## config.mk

```make
export PLATFORM = sky130hd
export DESIGN_NAME = gestor_termino
export DESIGN_NICKNAME = d
export VERILOG_FILES = /design/src/rtl/gestor_pkg.sv /design/src/rtl/canal_termino.sv /design/src/rtl/gestor_termino.sv
export SDC_FILE = /design/constraint.sdc
export NUM_CORES = 1
export LEC_CHECK = 0
export BUFFER_PORTS_ARGS = -buffer_cell sky130_fd_sc_hd__buf_2
export CAP_MARGIN = 20
export CORE_MARGIN = 2
export CORE_UTILIZATION = 30
export DETAILED_ROUTE_END_ITERATION = 16
export RECOVER_POWER = 25
export SLEW_MARGIN = 10
export SYNTH_ARGS = -nofsm -noshare
export SYNTH_HDL_FRONTEND = slang
export SYNTH_HIERARCHICAL = 1
export SYNTH_SLANG_ARGS = --single-unit
```

## constraint.sdc

```tcl
create_clock -name clk -period 2.9 [get_ports clk]
set_input_delay 0.145 -clock clk [delete_from_list [all_inputs] [get_ports clk]]
set_output_delay 0.145 -clock clk [all_outputs]
set_load 0.005 [all_outputs]
```

## src/rtl/gestor_pkg.sv

```systemverilog
// Shared definitions for the end-time manager: channel states and default sizing.
package gestor_pkg;

   typedef enum logic {
      LIVRE = 1'b0,
      ATIVO = 1'b1
   } estado_t;

   localparam int unsigned W_DEFAULT       = 7;
   localparam int unsigned N_DEFAULT       = 4;
   localparam int unsigned DUR_DEFAULT_VAL = 6;

   // Width of a channel index; never below one bit so a single-channel build stays legal.
   function automatic int unsigned largura_idx(input int unsigned n);
      return (n > 1) ? $clog2(n) : 1;
   endfunction

endpackage

```

## src/rtl/canal_termino.sv

```systemverilog
// One channel: LIVRE/ATIVO state, stored end time and registered expiry pulse.
module canal_termino
   import gestor_pkg::*;
#(
   parameter int unsigned W = W_DEFAULT
) (
   input  logic         clk,
   input  logic         rst_n,
   input  logic         i_carregar,
   input  logic [W-1:0] i_termino_novo,
   input  logic         i_cancelar,
   input  logic [W-1:0] i_tempo,
   output logic         o_ocupado,
   output logic         o_fim,
   output logic [W-1:0] o_termino
);

   estado_t      r_estado;
   estado_t      w_prox;
   logic         r_fim;
   logic         w_fim_prox;
   logic [W-1:0] r_termino;

   // State and expiry pulse registers.
   always_ff @(posedge clk or negedge rst_n) begin
      if (!rst_n) begin
         r_estado <= LIVRE;
         r_fim    <= 1'b0;
      end else begin
         r_estado <= w_prox;
         r_fim    <= w_fim_prox;
      end
   end

   // End time is captured only on an accepted start; it is kept while idle for readback.
   always_ff @(posedge clk or negedge rst_n) begin
      if (!rst_n) begin
         r_termino <= '0;
      end else if (i_carregar && (r_estado == LIVRE)) begin
         r_termino <= i_termino_novo;
      end
   end

   // Next state: cancel wins over expiry, and expiry is an equality match so wrap is harmless.
   always_comb begin
      w_prox     = r_estado;
      w_fim_prox = 1'b0;
      unique case (r_estado)
         LIVRE: begin
            if (i_carregar) begin
               w_prox = ATIVO;
            end
         end
         ATIVO: begin
            if (i_cancelar) begin
               w_prox = LIVRE;
            end else if (r_termino == i_tempo) begin
               w_prox     = LIVRE;
               w_fim_prox = 1'b1;
            end
         end
         default: w_prox = LIVRE;
      endcase
   end

   assign o_ocupado = (r_estado == ATIVO);
   assign o_fim     = r_fim;
   assign o_termino = r_termino;

endmodule

```

## src/rtl/gestor_termino.sv

```systemverilog
// Multi-channel end-time manager: shared time base, start decode and end-time readback.
module gestor_termino
   import gestor_pkg::*;
#(
   parameter int unsigned W           = W_DEFAULT,
   parameter int unsigned N           = N_DEFAULT,
   parameter int unsigned DUR_DEFAULT = DUR_DEFAULT_VAL
) (
   input  logic                        clk,
   input  logic                        rst_n,
   input  logic                        tick,
   input  logic                        arranque,
   input  logic [largura_idx(N)-1:0]   canal,
   input  logic [W-1:0]                duracao,
   input  logic [N-1:0]                cancelar,
   input  logic [largura_idx(N)-1:0]   sel,
   output logic [W-1:0]                tempo,
   output logic [N-1:0]                ocupado,
   output logic [N-1:0]                fim,
   output logic                        aceite,
   output logic                        erro,
   output logic [W-1:0]                termino_sel
);

   localparam int unsigned CW = largura_idx(N);

   logic [W-1:0] r_tempo;
   logic [W-1:0] w_dur;
   logic [W-1:0] w_termino_novo;
   logic         w_canal_valido;
   logic         w_livre;
   logic         w_cancel_canal;
   logic [N-1:0] w_ocupado;
   logic [N-1:0] w_fim;
   logic [N-1:0] w_carregar;
   logic [W-1:0] w_termino [N];

   // Free-running time base, advancing only on tick.
   always_ff @(posedge clk or negedge rst_n) begin
      if (!rst_n) begin
         r_tempo <= '0;
      end else if (tick) begin
         r_tempo <= r_tempo + 1'b1;
      end
   end

   // Start decode: accept only an in-range, idle, non-cancelled channel; end time uses pre-edge tempo.
   always_comb begin
      w_canal_valido = (32'(canal) < N);
      w_livre        = 1'b0;
      w_cancel_canal = 1'b0;
      if (w_canal_valido) begin
         w_livre        = !w_ocupado[canal];
         w_cancel_canal = cancelar[canal];
      end
      aceite         = arranque && w_canal_valido && w_livre && !w_cancel_canal;
      erro           = arranque && !aceite;
      w_dur          = (duracao == '0) ? W'(DUR_DEFAULT) : duracao;
      w_termino_novo = r_tempo + w_dur;
   end

   for (genvar g = 0; g < N; g++) begin : g_canal
      assign w_carregar[g] = aceite && (canal == CW'(g));

      canal_termino #(
         .W (W)
      ) u_canal (
         .clk            (clk),
         .rst_n          (rst_n),
         .i_carregar     (w_carregar[g]),
         .i_termino_novo (w_termino_novo),
         .i_cancelar     (cancelar[g]),
         .i_tempo        (r_tempo),
         .o_ocupado      (w_ocupado[g]),
         .o_fim          (w_fim[g]),
         .o_termino      (w_termino[g])
      );
   end

   // Readback mux of the selected channel's stored end time.
   always_comb begin
      termino_sel = '0;
      if (32'(sel) < N) begin
         termino_sel = w_termino[sel];
      end
   end

   assign tempo   = r_tempo;
   assign ocupado = w_ocupado;
   assign fim     = w_fim;

endmodule

```

After elaboration in Yosys (flattened, before gate mapping)
Index checks and enable logic that the tools add are counted.
{"block": "totals", "register_bits": 43, "latchBits": 0, "ram_bits": 0, "mem_bits_ro": 0, "in_bits": 19, "output_inout_bits": 24, "wordCells": 81, "memories": 0}
{"block": "classes", "n_addsub": 2, "mul": 0, "div": 0, "order_cmp": 2, "eq_ne": 7, "n_shift": 0, "mux": 36, "bitwise_logic": 5, "reduce_logical": 16}
{"cell": "$eq 7x7->1", "n": 4}
{"cell": "$mux 1", "n": 26}
{"cell": "$mux 7", "n": 3}
{"cell": "$bmux 7 s2", "n": 1}
{"cell": "$logic_and 1x1->1", "n": 11}
{"cell": "$pmux 1 s2", "n": 4}
{"cell": "$add 7x1->7 const B", "n": 1}
{"cell": "$add 7x7->7", "n": 1}
{"cell": "$logic_not 7->1", "n": 1}
{"cell": "$bmux 1 s2", "n": 2}
{"cell": "$eq 2x2->1 const B", "n": 2}
{"cell": "$not 1->1", "n": 4}
{"cell": "$ge 3x3->1 const B", "n": 1}
{"cell": "$logic_not 1->1", "n": 3}
{"cell": "$lt 2x3->1 const B", "n": 1}
{"cell": "$not 2->3", "n": 1}
{"cell": "$eq 2x1->1 const B", "n": 1}
{"cell": "$logic_not 2->1", "n": 1}

Depth between registers and ports, before layout
Gate-level depths: netlist of run 1.
{"block": "logic_depth", "word_depth": 8, "mapped_depth": 9}

Modules after synthesis
Netlist of run 1, hierarchy kept.
{"mod": "canal_termino", "instances": 4, "cells_each": 32, "area_per_inst_um2": 422.9, "seq_area_each_um2": 225.2}
{"mod": "gestor_termino", "instances": 1, "cells_each": 78, "area_per_inst_um2": 809.5, "seq_area_each_um2": 175.2}

Worst setup path after synthesis of run 1
No wires, ideal clock.
{"block": "synth_timing", "path_type": "register -> register", "from": "register r_tempo[0] (netlist: tempo[0])", "to": "register g_canal[0].u_canal.r_termino[6]", "setup_ps": 125, "arrival_time_ps": 1959, "slack_ps": 817, "stages_incl_launch_ff": 8, "period_less_slack_ps": 2083, "path_cell_list": "dfrtp_1 > ha_1 > fa_1 > a211oi_2 > o21bai_1 > a21oi_2 > xnor2_1 > mux2_2"}
{"block": "synth_via", "elab_chain_len": 1}
{"element": "start: declaration", "line_no": "gestor_termino.sv:27", "text": "logic [W-1:0] r_tempo;"}
{"element": "start signal: assignment", "line_no": "gestor_termino.sv:43", "text": "r_tempo <= r_tempo + 1'b1;"}
{"element": "$add 7x7->7", "line_no": "gestor_termino.sv:59", "text": "w_termino_novo = r_tempo + w_dur;"}
{"element": "net w_termino_novo[6]", "line_no": "gestor_termino.sv:29", "text": "logic [W-1:0] w_termino_novo;"}
{"element": "end signal: assignment", "line_no": "canal_termino.sv:40", "text": "r_termino <= i_termino_novo;"}
{"element": "end: declaration", "line_no": "canal_termino.sv:22", "text": "logic [W-1:0] r_termino;"}
The timed path passes the listed nets, and every way through them passes these cells.
A chain may end at the register's enable or synchronous reset.

Worst setup path after layout of run 1
{"block": "layout_timing", "from": "register r_tempo[0] (netlist: tempo[0])", "to": "register g_canal[3].u_canal.r_termino[6]"}
{"block": "layout_via", "elab_chain_len": 1}
{"element": "$add 7x7->7", "line_no": "gestor_termino.sv:59"}
{"element": "net w_termino_novo[6]", "line_no": "gestor_termino.sv:29"}
{"element": "end signal: assignment", "line_no": "canal_termino.sv:40"}
{"element": "end: declaration", "line_no": "canal_termino.sv:22"}
The timed path passes the listed nets, and every way through them passes these cells.

==> results of run 1 <==
==> final cells by class <==
cell class / count / area, um^2
fillers: 822 / 5220
flip-flops and latches: 43 / 1080
clock buffers: 7 / 76.3
multi-input cells: 151 / 1370
clock inverters: 1 / 5.00
repair buffers: 46 / 239
inverters: 4 / 15.0
well taps: 105 / 131
==> kinds of logic (layout without fill, tap and decap cells) <==
group	count (synthesis)	in the layout	share of synthesized area
adder cells (fa/ha/maj)	8	8	0.0430
AND/OR/NAND/NOR	42	42	0.104
XOR/XNOR	40	40	0.140
AO/OA/AOI/OAI	25	25	0.0660
buffers and inverters	12	58	0.0230
flip-flops	43	43	0.430
multiplexers	36	36	0.194
==> registers in the layout, indices dropped and copies added, names as in the netlist <==
| signal | flops |
|---|---|
| g_canal.u_canal/o_fim | 4 |
| g_canal.u_canal/o_ocupado | 4 |
| g_canal.u_canal/o_termino | 28 |
| tempo | 7 |
==> worst reg2reg max path, stage by stage, from the launching register on <==
cell      delay (ps)
dfrtp_1          520
ha_1             310
fa_1             430
a211oi_2         190
o21bai_1         100
a21oi_2          150
xnor2_1          120
mux2_2           290
==> worst max path at each step <==
stage / depth (start not counted) / slack, ps / startpoint / to
finish: 7 / 680 / tempo[0]$_DFFE_PN0P_ / g_canal[3].u_canal/o_termino[6]$_DFFE_PN0P_
global route: 7 / 510 / tempo[0]$_DFFE_PN0P_ / g_canal[3].u_canal/o_termino[6]$_DFFE_PN0P_
CTS: 7 / 650 / tempo[0]$_DFFE_PN0P_ / g_canal[3].u_canal/o_termino[6]$_DFFE_PN0P_
detailed placement: 7 / 680 / tempo[0]$_DFFE_PN0P_ / g_canal[3].u_canal/o_termino[6]$_DFFE_PN0P_
global placement: 6 / 730 / tempo[0]$_DFFE_PN0P_ / g_canal[1].u_canal/o_termino[4]$_DFFE_PN0P_
floorplan: 7 / 820 / tempo[0]$_DFFE_PN0P_ / g_canal[0].u_canal/o_termino[6]$_DFFE_PN0P_
==> metal layers <==
layer  vias to the layer above  track usage  part of all wire
met1                       863        0.192              0.48
met2                        37        0.216              0.46
met4                         0       0.0495             0.018
met3                         7       0.0253             0.038
li1                        841            -                 -
met5                         -            0                 0
==> power by group <==
| part | leakage, uW | internal, uW | switching [uW] |
|---|---|---|---|
| clock network | 0.0000422 | 169 | 199 |
| registers | 0.000532 | 849 | 373 |
| logic | 0.000760 | 703 | 657 |
| total | 0.00133 | 1720 | 1230 |
==> placed cells by master, fill, tap and decap left out, types with 2 or more instances in the layout <==
cell and count:
buf_4 4, nor2b_1 4, inv_1 4, a21oi_1 11, xnor2_1 7, dfrtp_1 43
mux2_2 29, clkbuf_8 5, nand4_1 2, and4_1 4, nor4_1 7, nand2b_1 3
nor3_1 6, o21bai_1 3, clkbuf_1 3, o311ai_1 2, mux4_2 7, nor4_2 4
xor2_1 33, ha_1 7, nor2_1 5, buf_2 41, o21ai_0 2, nand2_1 7
==> stage by stage <==
step	std cells	hold WS, ps	power, uW	area (um^2)	setup slack [ps]
after floorplan	206	-151	2130	2500	817
final	357	92.6	2950	2910	683
after detailed placement	349	355	2610	2830	684
after global placement	349	353	2570	2830	726
after CTS	357	30.4	2980	2910	654
after global routing	357	98.9	3190	2910	511
==> impl_metrics.json, run 1 <==
{
  "status": "complete, but fails checks",
  "syn-cell-area_um2": 2500,
  "design.core.area_um2": 8130,
  "irDropWorstVdd_v": 0.000352,
  "vias": 1748,
  "ys_ff_latch": 43,
  "grt.overflow.total": 0,
  "fin_skew_ps": 3.29,
  "grt_first_pass_wirelength_mm": 9.28,
  "worstReg2RegStart": "tempo[0]$_DFFE_PN0P_",
  "crit_family": "adder cells",
  "die_x_um": 95.3,
  "critical_path_class": "flip-flop to flip-flop",
  "antenna_found_initial": 0,
  "drc_errors": 0,
  "routed_wl_mm": 5.73,
  "start_util": 0.307,
  "start_kind": "flip-flop",
  "cts_tree": "done",
  "area_growth_pct": 16.4,
  "slew_headroom": -0.528,
  "cp_slowest_cell": "dfrtp_1",
  "r2r-end": "g_canal[3].u_canal/o_termino[6]$_DFFE_PN0P_",
  "hold_path.class": "input pin to flip-flop",
  "violations": "capacitance limit, slew limit",
  "io_buffers": 42,
  "cts_buffers": 5,
  "hold_depth": 2,
  "grt_use_total": 0.138,
  "rsz0062_at_grt": "false",
  "cts_root_buf": "clkbuf_8",
  "yosysWarningCount": 6,
  "cts_buffer_depth": 2,
  "diodes": 0,
  "netlist_top_cells_area": "dfrtp_1 43%, mux2_2 13%, xor2_1 12%, mux4_2 6.3%, ha_1 3.5%",
  "synth_top_area_frac": 0.430,
  "clkSinkCount": 43,
  "synthArstFlopShare": 1.00,
  "crit_required_ps": 3080,
  "via_per_inst": 4.90,
  "synth.distinct_cells": 31,
  "layout_min_cycle_time_ps": 2220,
  "rrSetupSlack_ps": 680,
  "synth_edf_count": 0,
  "max_stage_delay_ps": 520,
  "synth.most_common_cell": "dfrtp_1",
  "reg2regPathDepth": 7,
  "synth_top_area_cell": "dfrtp_1",
  "ctsResizeCount": 0,
  "dp_hpwl_mm": 4.40,
  "timing.critical_path.buf_inv": 0,
  "worst_ep_arrival_time_ps": 2400,
  "yosys-top-cells-count": "43 x dfrtp_1, 33 x xor2_1, 29 x mux2_2",
  "hold_viol": 0,
  "die_h_um": 95.3,
  "fmax_mhz": 451,
  "wl_per_cell_um": 16.1,
  "path_cells": "ha_1 -> fa_1 -> a211oi_2 -> o21bai_1 -> a21oi_2 -> xnor2_1 -> mux2_2",
  "fin_crit_sh": 0.765,
  "syn-instance-count": 206,
  "ctsHoldBuffers": 0,
  "endpoint_kind": "flip-flop",
  "clkLatencyLatePin_ps": 290,
  "power.leakage_uw": 0.00133,
  "avgSynthCellArea_um2": 12.1,
  "h-tree-depth": 2,
  "pin_count": 43,
  "syn-num-nets": 233,
  "drt_iter0_markers": 28,
  "fin_setup_tns_ps": 0,
  "maxCapViolCount": 1,
  "first_global_vias": 1760,
  "min_to": "tempo[0]$_DFFE_PN0P_",
  "crit_path_max_fanout": 9,
  "worstHoldStart": "tick",
  "powerDensity_nw_per_um2": 1010,
  "rows": 33,
  "drv_slew": 44,
  "drive_gt1_frac": 0.373,
  "design.die.area_um2": 9080,
  "grt_start_max_net_pins": 44,
  "nNetsFinal": 278,
  "post-cts-setup-buffers": 0,
  "dr.pass1.iters": 3,
  "final_util": 0.358,
  "antenna_left": 0,
  "tightestPinTransition_ps": 2290,
  "yosysSeqAreaShare": 0.430,
  "globalplace.congestion": 0.787,
  "setup_viol": 0,
  "ys.flop_type": "dfrtp_1",
  "clk_pin_slew_worst_paths_ps": 70
}
(Power assumes the default switching activity.)
==> run 2: changes to the inputs <==
==> constraint.sdc (replaced) <==
create_clock -name clk -period 2.3 [get_ports clk]
set_input_delay 0.115 -clock clk [delete_from_list [all_inputs] [get_ports clk]]
set_output_delay 0.115 -clock clk [all_outputs]
set_load 0.005 [all_outputs]
==> impl_metrics.json, run 2 (synthesis gave the netlist of run 1 again) <==
{
  "drc_errors": 0,
  "crit_required_ps": 2480,
  "nNetsFinal": 285,
  "status": "finished, final reports clean",
  "grt_busiest_layer": "met2",
  "die_h_um": 95.3,
  "start_util": 0.307,
  "io_buffers": 42,
  "die_x_um": 95.3,
  "vias": 1764,
  "tightestPinTransition_ps": 759,
  "hold_viol": 0,
  "clkSinkCount": 43,
  "irDropWorstVdd_v": 0.000574,
  "fin_hold_ws_ps": 65.8,
  "design.die.area_um2": 9080,
  "antenna_left": 0,
  "routed_wl_mm": 5.83,
  "globalplace.congestion": 0.770,
  "crit_cells": 7,
  "timing.critical_path.buf_inv": 0,
  "hold_path.class": "input pin to flip-flop",
  "fin_crit_sh": 0.927,
  "worst_ep_arrival_time_ps": 2310,
  "cts_root_buf": "clkbuf_8",
  "critical_path_class": "flip-flop to flip-flop",
  "crit_start": "tempo[0]$_DFFE_PN0P_",
  "layout_min_cycle_time_ps": 2130,
  "grt_use_total": 0.140,
  "dp_hpwl_mm": 4.39,
  "clkLatencyLatePin_ps": 300,
  "rows": 33,
  "maxCapViolCount": 0,
  "final_common_cell": "dfrtp_1",
  "crit_path_max_fanout": 4,
  "mostFrequentLayoutCells": "43 x dfrtp_1, 41 x buf_2, 33 x xor2_1",
  "h-tree-depth": 2,
  "grt_first_pass_wirelength_mm": 9.47,
  "area_growth_pct": 18.8,
  "start_kind": "flip-flop",
  "crit_family": "adder cells",
  "cts_buffer_depth": 2,
  "cts_buffers": 5,
  "fmax_mhz": 469,
  "diodes": 0,
  "power.leakage_uw": 0.00137,
  "wl_per_cell_um": 16.0,
  "drt_iter0_markers": 46,
  "drv_slew": 0,
  "via_per_inst": 4.85,
  "endpoint_kind": "flip-flop",
  "grt_util_met3": 0.0221,
  "reg2regPathDepth": 7,
  "drive_gt1_frac": 0.394,
  "antenna_found_initial": 0,
  "r2r-end": "g_canal[2].u_canal/o_termino[6]$_DFFE_PN0P_",
  "powerDensity_nw_per_um2": 1280,
  "endpoint": "g_canal[2].u_canal/o_termino[6]$_DFFE_PN0P_",
  "dr.pass1.iters": 4,
  "ctsHoldBuffers": 1,
  "cp_slowest_cell": "fa_1",
  "largest_register_ffs": 28,
  "slew_headroom": 0.494,
  "pin_count": 43,
  "grtUsageMet2": 0.227,
  "design.core.area_um2": 8130,
  "setup_viol": 0,
  "fin_skew_ps": 14.0,
  "fin_setup_tns_ps": 0,
  "rrSetupSlack_ps": 170,
  "met1_usage": 0.195,
  "worstReg2RegStart": "tempo[0]$_DFFE_PN0P_",
  "cts_tree": "done",
  "clk_pin_slew_worst_paths_ps": 80,
  "grt.overflow.total": 0,
  "first_global_vias": 1789,
  "ctsResizeCount": 0,
  "n_fill_cell": 823,
  "rsz0062_at_grt": "false",
  "max_stage_delay_ps": 450,
  "post-cts-setup-buffers": 0,
  "path_cells": "ha_1 -> fa_1 -> a211oi_2 -> o21bai_1 -> a21oi_2 -> xnor2_1 -> mux2_2",
  "grt_start_max_net_pins": 44
}
run 2: cell count changes in the layout (fill, tap and decap cells not counted), sizes merged:
cell and change:
clkbuf -1, buf +5, clkinvlp +2, dlygate4sd3 +1
run 2: power breakdown:
group	switching, uW	total, uW	leakage, uW	internal [uW]
logic	985	1930	0.000793	950
clock network	272	483	0.0000402	211
registers	325	1400	0.000532	1070
total	1580	3820	0.00137	2230
run 2: routing by layer:
metal,vias up,part of all wire
met5,-,0
met4,0,0.010
met3,6,0.035
met2,35,0.45
li1,852,-
met1,871,0.50
run 2: cell type report:
type                    instances  area [um^2]  area share
inverters                       4         15.0     0.00505
clock inverters                 3         20.0     0.00674
flip-flops and latches         43         1080       0.362
multi-input cells             151         1370       0.460
clock buffers                   5         68.8      0.0232
well taps                     105          131      0.0442
repair buffers                 53          292      0.0981
run 2: metrics by stage:
step | instances | util | area, um^2 | power (uW) | setup slack [ps]
2_1_floorplan | 206 | - | 2500 | 2690 | 217
3_3_place_gp | 354 | 0.353 | 2870 | 3320 | 168
3_5_place_dp | 354 | 0.353 | 2870 | 3360 | 121
4_1_cts | 363 | 0.365 | 2970 | 3860 | 164
5_1_grt | 364 | 0.365 | 2970 | 4120 | 73.4
6_report | 364 | 0.365 | 2970 | 3820 | 168
run 2: worst min-delay path by stage:
| stage | slack (ps) | startpoint | cells after the start | end |
|---|---|---|---|---|
| 2_1_floorplan | -180 | rst_n | 0 | g_canal[0].u_canal/o_fim$_DFF_PN0_ |
| 3_3_place_gp | 320 | rst_n | 1 | g_canal[1].u_canal/o_fim$_DFF_PN0_ |
| 3_5_place_dp | 330 | rst_n | 1 | g_canal[1].u_canal/o_fim$_DFF_PN0_ |
| 4_1_cts | 50 | tick | 2 | tempo[0]$_DFFE_PN0P_ |
| 5_1_grt | 60 | tick | 2 | tempo[0]$_DFFE_PN0P_ |
| 6_report | 70 | tick | 2 | tempo[0]$_DFFE_PN0P_ |
==> run 3: changes to the inputs <==
--- a/config.mk
+++ b/config.mk
@@ -10,6 +10,7 @@
 export CORE_MARGIN = 2
 export CORE_UTILIZATION = 30
 export DETAILED_ROUTE_END_ITERATION = 16
+export GPL_ROUTABILITY_DRIVEN = 0
 export RECOVER_POWER = 25
 export SLEW_MARGIN = 10
 export SYNTH_ARGS = -nofsm -noshare
==> constraint.sdc (replaced) <==
create_clock -name clk -period 2.46 [get_ports clk]
set_input_delay 0.123 -clock clk [delete_from_list [all_inputs] [get_ports clk]]
set_output_delay 0.123 -clock clk [all_outputs]
set_load 0.005 [all_outputs]
==> impl_metrics.json, run 3 (synthesis gave the netlist of run 1 again) <==
{
  "drc_errors": 0,
  "antenna_found_initial": 0,
  "routed_wl_mm": 5.84,
  "final_cells": 365,
  "die_h_um": 95.3,
  "fin_crit_sh": 0.868,
  "irDropWorstVdd_v": 0.000475,
  "clkLatencyLatePin_ps": 290,
  "worst_ep_arrival_time_ps": 2310,
  "nNetsFinal": 286,
  "cts_root_buf": "clkbuf_8",
  "final_common_cell": "dfrtp_1",
  "antenna_left": 0,
  "cts_tree": "done",
  "h-tree-depth": 2,
  "rows": 33,
  "ctsResizeCount": 0,
  "vias": 1755,
  "fmax_mhz": 469,
  "tightestPinTransition_ps": 906,
  "drv_slew": 0,
  "post-cts-setup-buffers": 0,
  "endpoint_kind": "flip-flop",
  "dp_hpwl_mm": 4.38,
  "crit_required_ps": 2640,
  "powerDensity_nw_per_um2": 1210,
  "drt_iter0_markers": 65,
  "ctsHoldBuffers": 0,
  "hold_viol": 0,
  "critical_path_class": "flip-flop to flip-flop",
  "cts_buffer_depth": 2,
  "mostFrequentLayoutCells": "43 x dfrtp_1, 41 x buf_2, 33 x xor2_1",
  "grt_use_total": 0.138,
  "fin_setup_tns_ps": 0,
  "status": "finished, final reports clean",
  "clk_pin_slew_worst_paths_ps": 70,
  "cts_buffers": 5,
  "diodes": 0,
  "clkSinkCount": 43,
  "grt.overflow.total": 0,
  "grt_start_max_net_pins": 44,
  "slew_headroom": 0.396,
  "crit_path_max_fanout": 4,
  "setup_viol": 0,
  "area_growth_pct": 19.5,
  "start_util": 0.307,
  "design.core.area_um2": 8130,
  "maxCapViolCount": 0,
  "n_fill_cell": 820,
  "dr.pass1.iters": 4,
  "via_per_inst": 4.81,
  "design.die.area_um2": 9080,
  "rsz0062_at_grt": "false",
  "hold_path.class": "input pin to flip-flop",
  "layout_min_cycle_time_ps": 2130,
  "die_x_um": 95.3,
  "start_kind": "flip-flop",
  "wl_per_cell_um": 16.0,
  "fin_skew_ps": 7.33,
  "power.leakage_uw": 0.00138,
  "pin_count": 43,
  "first_global_vias": 1703,
  "dp.cells": 355,
  "grt_first_pass_wirelength_mm": 9.27,
  "drive_gt1_frac": 0.392,
  "largest_register_ffs": 28,
  "io_buffers": 42
}
## run 3: cell count changes in the layout (fill, tap and decap cells not counted)
cell and change:
clkinvlp_4 -2, clkinv_2 -1, clkbuf_1 +1, clkbuf_8 +2
buf_4 +1
## run 3: critical path: stages, from the launching register on
cell and delay, ps:
dfrtp_1 400, ha_1 240, fa_1 450, a211oi_2 220, o21bai_1 110, a21oi_2 170, xnor2_1 140, mux2_2 290
## run 3: power breakdown
group / switching (uW) / total, uW / internal (uW)
combinational: 943 / 1830 / 890
clock: 232 / 489 / 256
sequential: 300 / 1300 / 1000
total: 1470 / 3620 / 2150
## run 3: per-stage QoR
| stage | hold slack [ps] | power (uW) | setup WS, ps | util | cell area, um^2 |
|---|---|---|---|---|---|
| after global routing | 110 | 3910 | 238 | 0.367 | 2990 |
| after floorplan | -173 | 2520 | 377 | - | 2500 |
| after CTS | 13.7 | 3660 | 344 | 0.366 | 2980 |
| final | 90.9 | 3620 | 326 | 0.367 | 2990 |
| after detailed placement | 341 | 3150 | 360 | 0.353 | 2880 |
| after global placement | 334 | 3120 | 351 | 0.353 | 2880 |
## run 3: final cells by class
class,instances,area (um^2),share of cell area
multi-input cells,151,1370,0.458
flip-flops and latches,43,1080,0.360
repair buffers,54,299,0.100
well taps,105,131,0.0440
clock buffers,8,100,0.0335
inverters,4,15.0,0.00502
## run 3: layer usage
| metal | wire length [um] | track usage |
|---|---|---|
| met3 | 228 | 0.0245 |
| met1 | 2840 | 0.194 |
| met4 | 70 | 0.0435 |
| met5 | 0 | 0 |
| met2 | 2700 | 0.215 |
## run 3: path summary, 6_finish.rpt
check	start	end	slack [ps]	depth (start not counted)
max in group asynchronous	rst_n	g_canal[0].u_canal/o_termino[3]$_DFFE_PN0P_	980	3
setup reg to reg	tempo[0]$_DFFE_PN0P_	g_canal[3].u_canal/o_termino[6]$_DFFE_PN0P_	330	7
setup / recovery	tempo[0]$_DFFE_PN0P_	g_canal[3].u_canal/o_termino[6]$_DFFE_PN0P_	330	7
min in group asynchronous	rst_n	g_canal[1].u_canal/o_fim$_DFF_PN0_	260	2
hold reg to reg	g_canal[2].u_canal/o_termino[6]$_DFFE_PN0P_	g_canal[2].u_canal/o_termino[6]$_DFFE_PN0P_	560	1
hold / removal	tick	tempo[0]$_DFFE_PN0P_	90	2
